<file path="src/rtl/hazard_ctrl_pkg.sv">
// hazard_ctrl_pkg -- shared types and constants for the pipeline hazard controller.
//   hz_state_e          : controller FSM states
//   TIMEOUT_CYCLES_DEF  : default memory-drain timeout in cycles
//   *_CNT_W             : widths of the drain counter and the performance counters
package hazard_ctrl_pkg;

   typedef enum logic [1:0] {
      RUN   = 2'd0,
      DRAIN = 2'd1,
      TAKE  = 2'd2
   } hz_state_e;

   localparam int TIMEOUT_CYCLES_DEF = 255;
   localparam int DRAIN_CNT_W        = 8;
   localparam int STALL_CNT_W        = 32;
   localparam int FLUSH_CNT_W        = 16;

endpackage

</file>
<file path="src/rtl/hazard_ctrl_if.sv">
// hazard_ctrl_if -- bundle between the pipeline stages and the hazard controller.
//   master : pipeline side, drives stage status, receives stall/flush/take requests
//   slave  : hazard controller side
// Ports carried:
//   de_valid_i, de_rs1_addr_i, de_rs2_addr_i        decode stage status
//   ex_valid_i, ex_rd_addr_i, ex_is_load_i          execute stage status
//   ex_redirect_i, ex_exception_i, ex_mret_i        execute control events
//   mem_busy_i                                      data-memory transaction outstanding
//   *_stall_o, *_flush_o                            per-stage requests
//   trap_take_o, mret_take_o, bus_timeout_o         one-cycle pulses to CSR/PC logic
//   stall_cycles_o, flush_events_o                  saturating performance counters
interface hazard_ctrl_if;
   import hazard_ctrl_pkg::*;

   logic                   de_valid_i;
   logic [4:0]             de_rs1_addr_i;
   logic [4:0]             de_rs2_addr_i;
   logic                   ex_valid_i;
   logic [4:0]             ex_rd_addr_i;
   logic                   ex_is_load_i;
   logic                   ex_redirect_i;
   logic                   ex_exception_i;
   logic                   ex_mret_i;
   logic                   mem_busy_i;

   logic                   fetch_stall_o;
   logic                   decode_stall_o;
   logic                   execute_stall_o;
   logic                   fetch_flush_o;
   logic                   decode_flush_o;
   logic                   execute_flush_o;
   logic                   trap_take_o;
   logic                   mret_take_o;
   logic                   bus_timeout_o;
   logic [STALL_CNT_W-1:0] stall_cycles_o;
   logic [FLUSH_CNT_W-1:0] flush_events_o;

   modport master (
      output de_valid_i, de_rs1_addr_i, de_rs2_addr_i,
             ex_valid_i, ex_rd_addr_i, ex_is_load_i,
             ex_redirect_i, ex_exception_i, ex_mret_i, mem_busy_i,
      input  fetch_stall_o, decode_stall_o, execute_stall_o,
             fetch_flush_o, decode_flush_o, execute_flush_o,
             trap_take_o, mret_take_o, bus_timeout_o,
             stall_cycles_o, flush_events_o
   );

   modport slave (
      input  de_valid_i, de_rs1_addr_i, de_rs2_addr_i,
             ex_valid_i, ex_rd_addr_i, ex_is_load_i,
             ex_redirect_i, ex_exception_i, ex_mret_i, mem_busy_i,
      output fetch_stall_o, decode_stall_o, execute_stall_o,
             fetch_flush_o, decode_flush_o, execute_flush_o,
             trap_take_o, mret_take_o, bus_timeout_o,
             stall_cycles_o, flush_events_o
   );

endinterface

</file>
<file path="src/rtl/hazard_ctrl_sat_counter.sv">
// sat_counter -- up counter that sticks at all-ones.
//   clk, rstn : clock, asynchronous active-low reset (clears count)
//   inc_en    : increment this cycle
//   count_o   : current count
module sat_counter #(
   parameter int WIDTH = 8
) (
   input  logic             clk,
   input  logic             rstn,
   input  logic             inc_en,
   output logic [WIDTH-1:0] count_o
);

   logic [WIDTH-1:0] cnt_q;

   always_ff @(posedge clk or negedge rstn) begin
      if (!rstn)
         cnt_q <= '0;
      else if (inc_en && (cnt_q != {WIDTH{1'b1}}))
         cnt_q <= cnt_q + WIDTH'(1);
   end

   assign count_o = cnt_q;

endmodule

</file>
<file path="src/rtl/hazard_ctrl.sv">
// hazard_ctrl -- pipeline stall/flush controller with trap/mret drain sequencing.
//   clk, rstn : clock, asynchronous active-low reset
//   hif       : hazard_ctrl_if.slave (stage status in, stall/flush/take requests out)
// Stall/flush/take outputs are combinational from the registered state and the
// current inputs. A trap or MRET in execute flushes everything, then waits in
// DRAIN for the data memory to go idle (bounded by TIMEOUT_CYCLES) before
// issuing the one-cycle take pulse from TAKE.
module hazard_ctrl
   import hazard_ctrl_pkg::*;
#(
   parameter int TIMEOUT_CYCLES = TIMEOUT_CYCLES_DEF
) (
   input  logic         clk,
   input  logic         rstn,
   hazard_ctrl_if.slave hif
);

   localparam logic [DRAIN_CNT_W-1:0] TMO_LIM = TIMEOUT_CYCLES[DRAIN_CNT_W-1:0];

   hz_state_e              state_q;
   logic [DRAIN_CNT_W-1:0] drain_cnt_q;
   logic [DRAIN_CNT_W-1:0] drain_cnt_nxt;
   logic                   kind_mret_q;
   logic                   timeout_q;

   logic load_use;
   logic fs, ds, es, ff, df, ef, trap, mret, tmo;

   assign load_use = hif.ex_valid_i & hif.ex_is_load_i & (hif.ex_rd_addr_i != 5'd0) &
                     hif.de_valid_i &
                     ((hif.ex_rd_addr_i == hif.de_rs1_addr_i) |
                      (hif.ex_rd_addr_i == hif.de_rs2_addr_i));

   assign drain_cnt_nxt = drain_cnt_q + DRAIN_CNT_W'(1);

   always_ff @(posedge clk or negedge rstn) begin
      if (!rstn) begin
         state_q     <= RUN;
         drain_cnt_q <= '0;
         kind_mret_q <= 1'b0;
         timeout_q   <= 1'b0;
      end else begin
         case (state_q)
            RUN: begin
               if (hif.ex_exception_i || hif.ex_mret_i) begin
                  // An exception alongside MRET is handled as a trap.
                  kind_mret_q <= hif.ex_mret_i & ~hif.ex_exception_i;
                  timeout_q   <= 1'b0;
                  drain_cnt_q <= '0;
                  state_q     <= DRAIN;
               end
            end
            DRAIN: begin
               if (!hif.mem_busy_i) begin
                  state_q <= TAKE;
               end else begin
                  drain_cnt_q <= drain_cnt_nxt;
                  if (drain_cnt_nxt == TMO_LIM) begin
                     timeout_q <= 1'b1;
                     state_q   <= TAKE;
                  end
               end
            end
            TAKE: begin
               drain_cnt_q <= '0;
               kind_mret_q <= 1'b0;
               timeout_q   <= 1'b0;
               state_q     <= RUN;
            end
            default: state_q <= RUN;
         endcase
      end
   end

   always_comb begin
      fs = 1'b0; ds = 1'b0; es = 1'b0;
      ff = 1'b0; df = 1'b0; ef = 1'b0;
      trap = 1'b0; mret = 1'b0; tmo = 1'b0;
      case (state_q)
         RUN: begin
            if (hif.ex_exception_i || hif.ex_mret_i) begin
               ff = 1'b1; df = 1'b1; ef = 1'b1;
            end else if (hif.ex_redirect_i) begin
               ff = 1'b1; df = 1'b1;
            end else if (hif.mem_busy_i) begin
               fs = 1'b1; ds = 1'b1; es = 1'b1;
            end else if (load_use) begin
               // Execute keeps moving; decode injects the bubble.
               fs = 1'b1; ds = 1'b1;
            end
         end
         DRAIN: begin
            fs = 1'b1; ds = 1'b1; es = 1'b1;
         end
         TAKE: begin
            ff = 1'b1; df = 1'b1;
            // A timed-out MRET becomes a bus-timeout trap.
            if (timeout_q || !kind_mret_q) trap = 1'b1;
            else                           mret = 1'b1;
            tmo = timeout_q;
         end
         default: ;
      endcase
      // Outputs are quiet for as long as reset is held, whatever the inputs.
      if (!rstn) begin
         fs = 1'b0; ds = 1'b0; es = 1'b0;
         ff = 1'b0; df = 1'b0; ef = 1'b0;
         trap = 1'b0; mret = 1'b0; tmo = 1'b0;
      end
   end

   assign hif.fetch_stall_o   = fs;
   assign hif.decode_stall_o  = ds;
   assign hif.execute_stall_o = es;
   assign hif.fetch_flush_o   = ff;
   assign hif.decode_flush_o  = df;
   assign hif.execute_flush_o = ef;
   assign hif.trap_take_o     = trap;
   assign hif.mret_take_o     = mret;
   assign hif.bus_timeout_o   = tmo;

   sat_counter #(.WIDTH(STALL_CNT_W)) u_stall_cnt (
      .clk     (clk),
      .rstn    (rstn),
      .inc_en  (ds),
      .count_o (hif.stall_cycles_o)
   );

   sat_counter #(.WIDTH(FLUSH_CNT_W)) u_flush_cnt (
      .clk     (clk),
      .rstn    (rstn),
      .inc_en  (ff | df | ef),
      .count_o (hif.flush_events_o)
   );

endmodule

</file>
<file path="src/flat_wrapper.sv">
// flat-port wrapper written by rule: the top's interface ports become plain ports
module hazard_ctrl_flat import hazard_ctrl_pkg::*;
#(
   parameter int TIMEOUT_CYCLES = TIMEOUT_CYCLES_DEF
)
  (clk, rstn, hif_de_valid_i, hif_de_rs1_addr_i, hif_de_rs2_addr_i, hif_ex_valid_i, hif_ex_rd_addr_i, hif_ex_is_load_i, hif_ex_redirect_i, hif_ex_exception_i, hif_ex_mret_i, hif_mem_busy_i, hif_fetch_stall_o, hif_decode_stall_o, hif_execute_stall_o, hif_fetch_flush_o, hif_decode_flush_o, hif_execute_flush_o, hif_trap_take_o, hif_mret_take_o, hif_bus_timeout_o, hif_stall_cycles_o, hif_flush_events_o);
  hazard_ctrl_if hif_i ();
  input  logic clk;
  input  logic rstn;
  input wire logic [$bits(hif_i.de_valid_i)-1:0] hif_de_valid_i;
  input wire logic [$bits(hif_i.de_rs1_addr_i)-1:0] hif_de_rs1_addr_i;
  input wire logic [$bits(hif_i.de_rs2_addr_i)-1:0] hif_de_rs2_addr_i;
  input wire logic [$bits(hif_i.ex_valid_i)-1:0] hif_ex_valid_i;
  input wire logic [$bits(hif_i.ex_rd_addr_i)-1:0] hif_ex_rd_addr_i;
  input wire logic [$bits(hif_i.ex_is_load_i)-1:0] hif_ex_is_load_i;
  input wire logic [$bits(hif_i.ex_redirect_i)-1:0] hif_ex_redirect_i;
  input wire logic [$bits(hif_i.ex_exception_i)-1:0] hif_ex_exception_i;
  input wire logic [$bits(hif_i.ex_mret_i)-1:0] hif_ex_mret_i;
  input wire logic [$bits(hif_i.mem_busy_i)-1:0] hif_mem_busy_i;
  output wire logic [$bits(hif_i.fetch_stall_o)-1:0] hif_fetch_stall_o;
  output wire logic [$bits(hif_i.decode_stall_o)-1:0] hif_decode_stall_o;
  output wire logic [$bits(hif_i.execute_stall_o)-1:0] hif_execute_stall_o;
  output wire logic [$bits(hif_i.fetch_flush_o)-1:0] hif_fetch_flush_o;
  output wire logic [$bits(hif_i.decode_flush_o)-1:0] hif_decode_flush_o;
  output wire logic [$bits(hif_i.execute_flush_o)-1:0] hif_execute_flush_o;
  output wire logic [$bits(hif_i.trap_take_o)-1:0] hif_trap_take_o;
  output wire logic [$bits(hif_i.mret_take_o)-1:0] hif_mret_take_o;
  output wire logic [$bits(hif_i.bus_timeout_o)-1:0] hif_bus_timeout_o;
  output wire logic [$bits(hif_i.stall_cycles_o)-1:0] hif_stall_cycles_o;
  output wire logic [$bits(hif_i.flush_events_o)-1:0] hif_flush_events_o;
  assign hif_i.de_valid_i = hif_de_valid_i;
  assign hif_i.de_rs1_addr_i = hif_de_rs1_addr_i;
  assign hif_i.de_rs2_addr_i = hif_de_rs2_addr_i;
  assign hif_i.ex_valid_i = hif_ex_valid_i;
  assign hif_i.ex_rd_addr_i = hif_ex_rd_addr_i;
  assign hif_i.ex_is_load_i = hif_ex_is_load_i;
  assign hif_i.ex_redirect_i = hif_ex_redirect_i;
  assign hif_i.ex_exception_i = hif_ex_exception_i;
  assign hif_i.ex_mret_i = hif_ex_mret_i;
  assign hif_i.mem_busy_i = hif_mem_busy_i;
  assign hif_fetch_stall_o = hif_i.fetch_stall_o;
  assign hif_decode_stall_o = hif_i.decode_stall_o;
  assign hif_execute_stall_o = hif_i.execute_stall_o;
  assign hif_fetch_flush_o = hif_i.fetch_flush_o;
  assign hif_decode_flush_o = hif_i.decode_flush_o;
  assign hif_execute_flush_o = hif_i.execute_flush_o;
  assign hif_trap_take_o = hif_i.trap_take_o;
  assign hif_mret_take_o = hif_i.mret_take_o;
  assign hif_bus_timeout_o = hif_i.bus_timeout_o;
  assign hif_stall_cycles_o = hif_i.stall_cycles_o;
  assign hif_flush_events_o = hif_i.flush_events_o;
  hazard_ctrl #(.TIMEOUT_CYCLES(TIMEOUT_CYCLES)) u_core (.clk(clk), .rstn(rstn), .hif(hif_i));
endmodule
</file>
<file path="config.mk">
export PLATFORM = sky130hd
export DESIGN_NAME = hazard_ctrl_flat
export DESIGN_NICKNAME = d
export VERILOG_FILES = /design/src/rtl/hazard_ctrl_pkg.sv /design/src/rtl/hazard_ctrl_if.sv /design/src/rtl/hazard_ctrl_sat_counter.sv /design/src/rtl/hazard_ctrl.sv /design/src/flat_wrapper.sv
export SDC_FILE = /design/constraint.sdc
export NUM_CORES = 1
export LEC_CHECK = 0
export CORE_MARGIN = 2
export CORE_UTILIZATION = 45
export CTS_CLUSTER_DIAMETER = 40
export CTS_CLUSTER_SIZE = 10
export DETAILED_ROUTE_END_ITERATION = 7
export HOLD_SLACK_MARGIN = 0.02
export PLACE_DENSITY_LB_ADDON = 0.15
export SLEW_MARGIN = 30
export SYNTH_ARGS = -nofsm -noshare
export SYNTH_HDL_FRONTEND = slang
export SYNTH_SLANG_ARGS = --single-unit
</file>
<file path="constraint.sdc">
create_clock -name clk -period 2 [get_ports clk]
set_input_delay 0.4 -clock clk [delete_from_list [all_inputs] [get_ports clk]]
set_output_delay 0.4 -clock clk [all_outputs]
set_load 0.005 [all_outputs]
</file>
==> results of run 1 <==
## stage by stage
step | setup TNS [ps] | hold WS (ps) | setup WS (ps) | power [mW] | utilization [%]
finish | -22.0 | 97.5 | -11.3 | 4.00 | 72.3
global route | -315 | 94.0 | -86.0 | 4.28 | 72.3
CTS | -503 | 77.2 | -131 | 3.96 | 70.7
detailed placement | -22120 | 436 | -701 | 2.75 | 66.0
global placement | -20940 | 433 | -690 | 2.73 | 66.0
floorplan | -72.8 | 104 | -72.8 | 2.08 | -
## timing repair
action | CTS | global route
pin swaps | 13 | 22
setup endpoints to repair | 41 | 49
gates cloned | 0 | 0
hold buffers | 0 | 0
setup buffers | 10 | 3
resized for setup | 45 | 33
## worst min-delay path: stages
cell   delay [ps]
buf_2         110
buf_4         110
buf_4         150
## worst min-delay path by stage
| stage | start | endpoint | slack (ps) | cells after the start |
|---|---|---|---|---|
| final | rstn | u_core.state_q[0]$_DFFE_PN0P_ | 100 | 3 |
| after global routing | rstn | u_core.drain_cnt_q[5]$_DFFE_PN0P_ | 90 | 3 |
| after CTS | rstn | u_core.state_q[1]$_DFFE_PN0P_ | 80 | 3 |
| after detailed placement | rstn | u_core.state_q[0]$_DFFE_PN0P_ | 440 | 3 |
| after global placement | rstn | u_core.drain_cnt_q[6]$_DFFE_PN0P_ | 430 | 3 |
| after floorplan | rstn | u_core.drain_cnt_q[0]$_DFFE_PN0P_ | 100 | 0 |
## registers in the layout, indices dropped and copies added (netlist names)
signal	flops
u_core.kind_mret_q	1
u_core.drain_cnt_q	8
u_core.u_stall_cnt.count_o	32
u_core.state_q	2
u_core.timeout_q	1
u_core.u_flush_cnt.count_o	16
## cell type report
| cell class | count | area [um^2] |
|---|---|---|
| Sequential cell | 60 | 1500 |
| Multi-Input combinational cell | 246 | 1780 |
| Fill cell | 522 | 1890 |
| Clock inverter | 4 | 47.5 |
| Tap cell | 96 | 120 |
| Timing Repair Buffer | 151 | 1320 |
| Inverter | 6 | 22.5 |
| Clock buffer | 12 | 155 |
## layer usage
metal | wire (um) | part of all wire [%]
met5 | 0 | 0
met3 | 456 | 5.7
met1 | 3440 | 43
met2 | 3950 | 50
met4 | 85 | 1.1
## cells in the mapped netlist (5+ instances only)
cell type	number	area, um^2
nand3_1	29	145
dfrtp_1	60	1500
nor3_1	8	40.0
xor2_1	16	140
inv_1	6	22.5
o21ai_0	9	45.0
nor2_1	21	78.8
nor2b_1	5	31.3
nand4_1	16	100
xnor2_1	43	377
nand2_1	34	128
nor4_1	6	37.5
and3_1	14	87.6
## power by group through the flow
stage               clock [mW]  combinational, mW  sequential, mW
floorplan                    0              0.540            1.55
global placement             0               1.20            1.53
detailed placement           0               1.22            1.53
CTS                       1.14               1.31            1.51
global route              1.21               1.53            1.53
finish                    1.11               1.39            1.51
## kinds of logic after synthesis
family                     count (synthesis)  synth area share [%]
AOI/OAI and AO/OA                         29                  6.71
and+or+nand+nor                          152                  25.5
muxes                                      2                 0.703
DFF                                       60                  46.8
buffers and inverters                     13                  2.54
adders and majority gates                  4                  1.56
xor gates and xnor gates                  59                  16.1
==> flow_metrics.tcl, run 1 <==
set metrics [dict create \
    top_usage_layer "met2" \
    final_antenna_net_count 0 \
    fin_nets 502 \
    wirelength_um 7940 \
    r2r_start "u_core.state_q[0]$_DFFE_PN0P_" \
    globalRouteOverflowTotal 0 \
    final_area_mm2 0.00494 \
    gp_congestion 0.884 \
    antenna_found_initial 0 \
    layout_setup_ws_ps -11.3 \
    max_freq_ghz 0.497 \
    endpoint_kind "output pin" \
    setup_violations 2 \
    cts_buffers 9 \
    r2r-end "u_core.u_flush_cnt.count_o[10]$_DFFE_PN0P_" \
    synth-seq-cells 60 \
    fin_crit_ps 2010 \
    synth.avg_cell_area_um2 10.0 \
    ys_seq_area_share_pct 46.8 \
    power.internal_mw 2.79 \
    num_vias 2983 \
    drc 0 \
    cp-endpoint "hif_decode_stall_o" \
    final_max_slew_viol_count 0 \
    layout.cells.non_filler 575 \
    synth_nets 347 \
    path_class "primary input to output pin" \
    htreeDepth 3 \
    crit_arrival_ps 1610 \
    cp_top_family "simple AND/OR/NAND/NOR gates" \
    final_cell_mix "63 x buf_4, 61 x clkdlybuf4s50_1, 60 x dfrtp_1, 42 x xnor2_1, 30 x nand2_1" \
    area_growth_pct 54.1 \
    critPathRequiredTime_ps 1600 \
    power.share.sequential_pct 37.7 \
    slowest_delay_ps 530 \
    cts_buffer_depth 2 \
    cts_sinks 60 \
    dp_cells 547 \
    cts_tree "built" \
    worst_setup_path_start_kind "primary input" \
    grt.met1_usage_pct 26.4 \
    viasPerCell 5.19 \
    syn-cell-area_mm2 0.00321 \
    async_flop_share_pct 100 \
    cp.depth 7 \
    violations "setup timing" \
    cts_root_buf "clkbuf_8" \
    firstDrtPassIters 4 \
    crit_buf_inv 3 \
    ir_drop_mv 0.360 \
    leakage_nw 2.22 \
    crit_chain "clkbuf_2 -> or4_4 -> o211ai_2 -> nor2_2 -> a21oi_4 -> inv_2 -> buf_2" \
    rr_worst_depth 11 \
    path_clk_slew_ps 70 \
    diodes 0 \
    crit_start "hif_ex_rd_addr_i[0]" \
    p_comb_share_pct 34.7 \
    io_pins 81 \
    fin_crit_sh_pct 101 \
    fp.dieW_um 88.4 \
    start_util_pct 46.9 \
    synthFlopType "dfrtp_1" \
    synth_cells 319 \
    post_drt_wl_per_cell_um 13.8 \
    worstMarginPinSlew_ps 656 \
    dp_hpwl_um 5730 \
    rsz0062_at_grt "yes" \
    status "finished, violations left" \
    p_sw_share_pct 30.3 \
    ys_warn_count 0 \
    power_frac_clock_pct 27.6 \
    switching_power_mw 1.22 \
    portBuffers 80 \
    fp.coreArea_mm2 0.00683 \
    die_y_um 88.4 \
    cp_slowest_cell "or4_4" \
    track_usage_pct 21.3 \
    r2r_setup_slack_ps 20 \
    clock_latency_ps 340 \
    place_area_mm2 0.00451 \
    grt_max_degree 54 \
    relSlewSlack_pct 56.3 \
    post_route_cells_drive_above_1_share_pct 27.8 \
    grt_use_met2_pct 35.3 \
    min_path_type "primary input to async pin" \
    num_rows 30 \
    grt_pass1_wl_um 12900 \
    synth-edff-count 0 \
    netlist-cell-type-count 46 \
    drtIter0Drc 52 \
    die_area_mm2 0.00781 \
    p_per_area_mw_per_mm2 811 \
    final_common_cell "buf_4" \
    hold_violations 0 \
    grt_pass1_vias 2904 \
    finalClockSkew_ps 11.6 \
    cp_max_fo 2 \
    maxCapViolCount 0 \
    grt_util_met3_pct 7.09 \
]
Power figures use the tool's default switching activity.
==> inputs of run 2 (changes only) <==
CORE_UTILIZATION = 57   (was 45)
DONT_BUFFER_PORTS = 1   (was default)
HOLD_SLACK_MARGIN = 0.03   (was 0.02)
==> run 2 against run 1 <==
The flow now finishes without violations. Maximum frequency up 4.6%. Clock power grew 11%. Sequential share of layout area up 6.6 points. Non-clock buffer count fell by 93. Critical path depth did not move. Register-to-register slack gained 60 ps. Via count fell by 12%. Clock skew up 0.84 ps. Combinational power is 25% lower. Critical endpoint is now u_core.u_stall_cnt.count_o[6]$_DFFE_PN0P_. Largest power group unchanged.
==> flow_metrics.tcl, run 2 (synthesis results as in run 1) <==
set metrics [dict create \
    fin_crit_ps 1920 \
    status "finished clean" \
    layout_setup_ws_ps 77.3 \
    grt_pass1_wl_um 12000 \
    layout.cells.non_filler 457 \
    clock_latency_ps 330 \
    cts_root_buf "clkbuf_8" \
    p_per_area_mw_per_mm2 924 \
    cpMostUsedCell "nand4_1" \
    cp_slowest_cell "dfrtp_1" \
    antenna_found_initial 1 \
    drtIter0Drc 155 \
    hold_violations 0 \
    fillers 415 \
    worst_setup_path_start_kind "flop" \
    fp.coreArea_mm2 0.00547 \
    num_rows 27 \
    post_route_cells_drive_above_1_share_pct 25.7 \
    final_common_cell "dfrtp_1" \
    crit_arrival_ps 2180 \
    place_ws_ps -105 \
    grt_pass1_vias 2592 \
    drc 0 \
    area_growth_pct 26.5 \
    die_y_um 79.0 \
    cp_max_fo 10 \
    postLayoutCoreUtil_pct 74.1 \
    cts_tree "built" \
    finalClockSkew_ps 12.5 \
    dp_cells 435 \
    cts_sinks 60 \
    setup_violations 0 \
    maxCapViolCount 0 \
    wirelength_um 7470 \
    viasPerCell 5.75 \
    ir_drop_mv 0.822 \
    diodes 0 \
    rsz0062_at_grt "no" \
    crit_buf_inv 1 \
    fin_total_pwr_mw 3.75 \
    start_util_pct 58.6 \
    crit_chain "nand4_1 -> nor4_4 -> nand4_1 -> and3_4 -> buf_4 -> nand4_1 -> xnor2_1" \
    io_pins 81 \
    gp_congestion 0.807 \
    dp_hpwl_um 5130 \
    cp_top_family "simple AND/OR/NAND/NOR gates" \
    fin_nets 409 \
    fin_crit_sh_pct 96.1 \
    endpoint_kind "flop" \
    worstMarginPinSlew_ps 409 \
    grt_max_degree 61 \
    relSlewSlack_pct 72.5 \
    portBuffers 0 \
    critPathRequiredTime_ps 2260 \
    firstDrtPassIters 5 \
    final_cell_mix "60 x dfrtp_1, 55 x buf_4, 43 x xnor2_1, 32 x nand2_1, 27 x nand3_1" \
    largest_reg_flops 32 \
    leakage_nw 1.83 \
    max_freq_ghz 0.520 \
    htreeDepth 3 \
    fin_hold_ws_ps 217 \
    path_class "flop to flop" \
    fp.dieW_um 79.0 \
    final_antenna_net_count 0 \
    path_clk_slew_ps 70 \
    globalRouteOverflowTotal 0 \
    cts_buffers 9 \
    slowest_delay_ps 400 \
    track_usage_pct 25.0 \
    min_path_type "primary input to flop" \
    num_vias 2629 \
    post_drt_wl_per_cell_um 16.4 \
    final_max_slew_viol_count 0 \
    cts_buffer_depth 2 \
    die_area_mm2 0.00624 \
]
[run 2: layer usage]
| layer | vias up | share of wire [%] | track usage (%) |
|---|---|---|---|
| li1 | 1251 | - | - |
| met1 | 1261 | 43 | 32.0 |
| met2 | 103 | 46 | 36.9 |
| met5 | - | 0.25 | 0 |
| met4 | 2 | 2.0 | 13.4 |
| met3 | 12 | 8.6 | 8.98 |
[run 2: path summary, 6_finish.rpt]
path                                                           startpoint                                          to  slack (ps)  cells past startpoint
worst max register to register  u_core.u_stall_cnt.count_o[7]$_DFFE_PN0P_   u_core.u_stall_cnt.count_o[6]$_DFFE_PN0P_          80                      7
min in group asynchronous                                            rstn   u_core.u_stall_cnt.count_o[6]$_DFFE_PN0P_         590                      2
worst min-delay path                                       hif_mem_busy_i           u_core.drain_cnt_q[3]$_DFFE_PN0P_         220                      2
max in group asynchronous                                            rstn  u_core.u_stall_cnt.count_o[31]$_DFFE_PN0P_        1150                      2
worst min register to register  u_core.u_stall_cnt.count_o[7]$_DFFE_PN0P_   u_core.u_stall_cnt.count_o[7]$_DFFE_PN0P_         520                      1
worst max-delay path            u_core.u_stall_cnt.count_o[7]$_DFFE_PN0P_   u_core.u_stall_cnt.count_o[6]$_DFFE_PN0P_          80                      7
[run 2: power breakdown]
| group | internal (mW) | switching, mW | total (mW) | leakage (nW) |
|---|---|---|---|---|
| clock network | 0.761 | 0.471 | 1.23 | 0.111 |
| registers | 1.36 | 0.113 | 1.47 | 0.811 |
| logic | 0.476 | 0.566 | 1.04 | 0.907 |
| total | 2.60 | 1.15 | 3.75 | 1.83 |
[run 2: final cells by class]
class                           count  area, um^2  area share [%]
Clock buffer                       11         151            3.73
Clock inverter                      4        72.6            1.79
Inverter                            6        22.5           0.556
Multi-Input combinational cell    246        1750            43.1
Tap cell                           72        90.1            2.22
Sequential cell                    60        1500            37.0
Timing Repair Buffer               58         470            11.6
[run 2: worst register-to-register path, stage by stage, from the launching register on]
cell and delay (ps):
dfrtp_1 400, nand4_1 240, nor4_4 360, nand4_1 170
and3_4 280, buf_4 160, nand4_1 100, xnor2_1 130
[run 2: metrics by stage]
stage,TNS (ps),area [um^2]
4_1_cts,0,3940
5_1_grt,0,4050
6_report,0,4050
3_3_place_gp,-515,3640
2_1_floorplan,-72.8,3210
3_5_place_dp,-1530,3640
[run 2: what timing repair did]
action | CTS | global route
resized for setup | 6 | 16
hold buffers | 2 | 0
setup buffers | 1 | 5
endpoints found under the hold margin | 60 | 0
pin swaps | 3 | 5
endpoints found under the setup margin | 31 | 32
gates cloned | 0 | 0
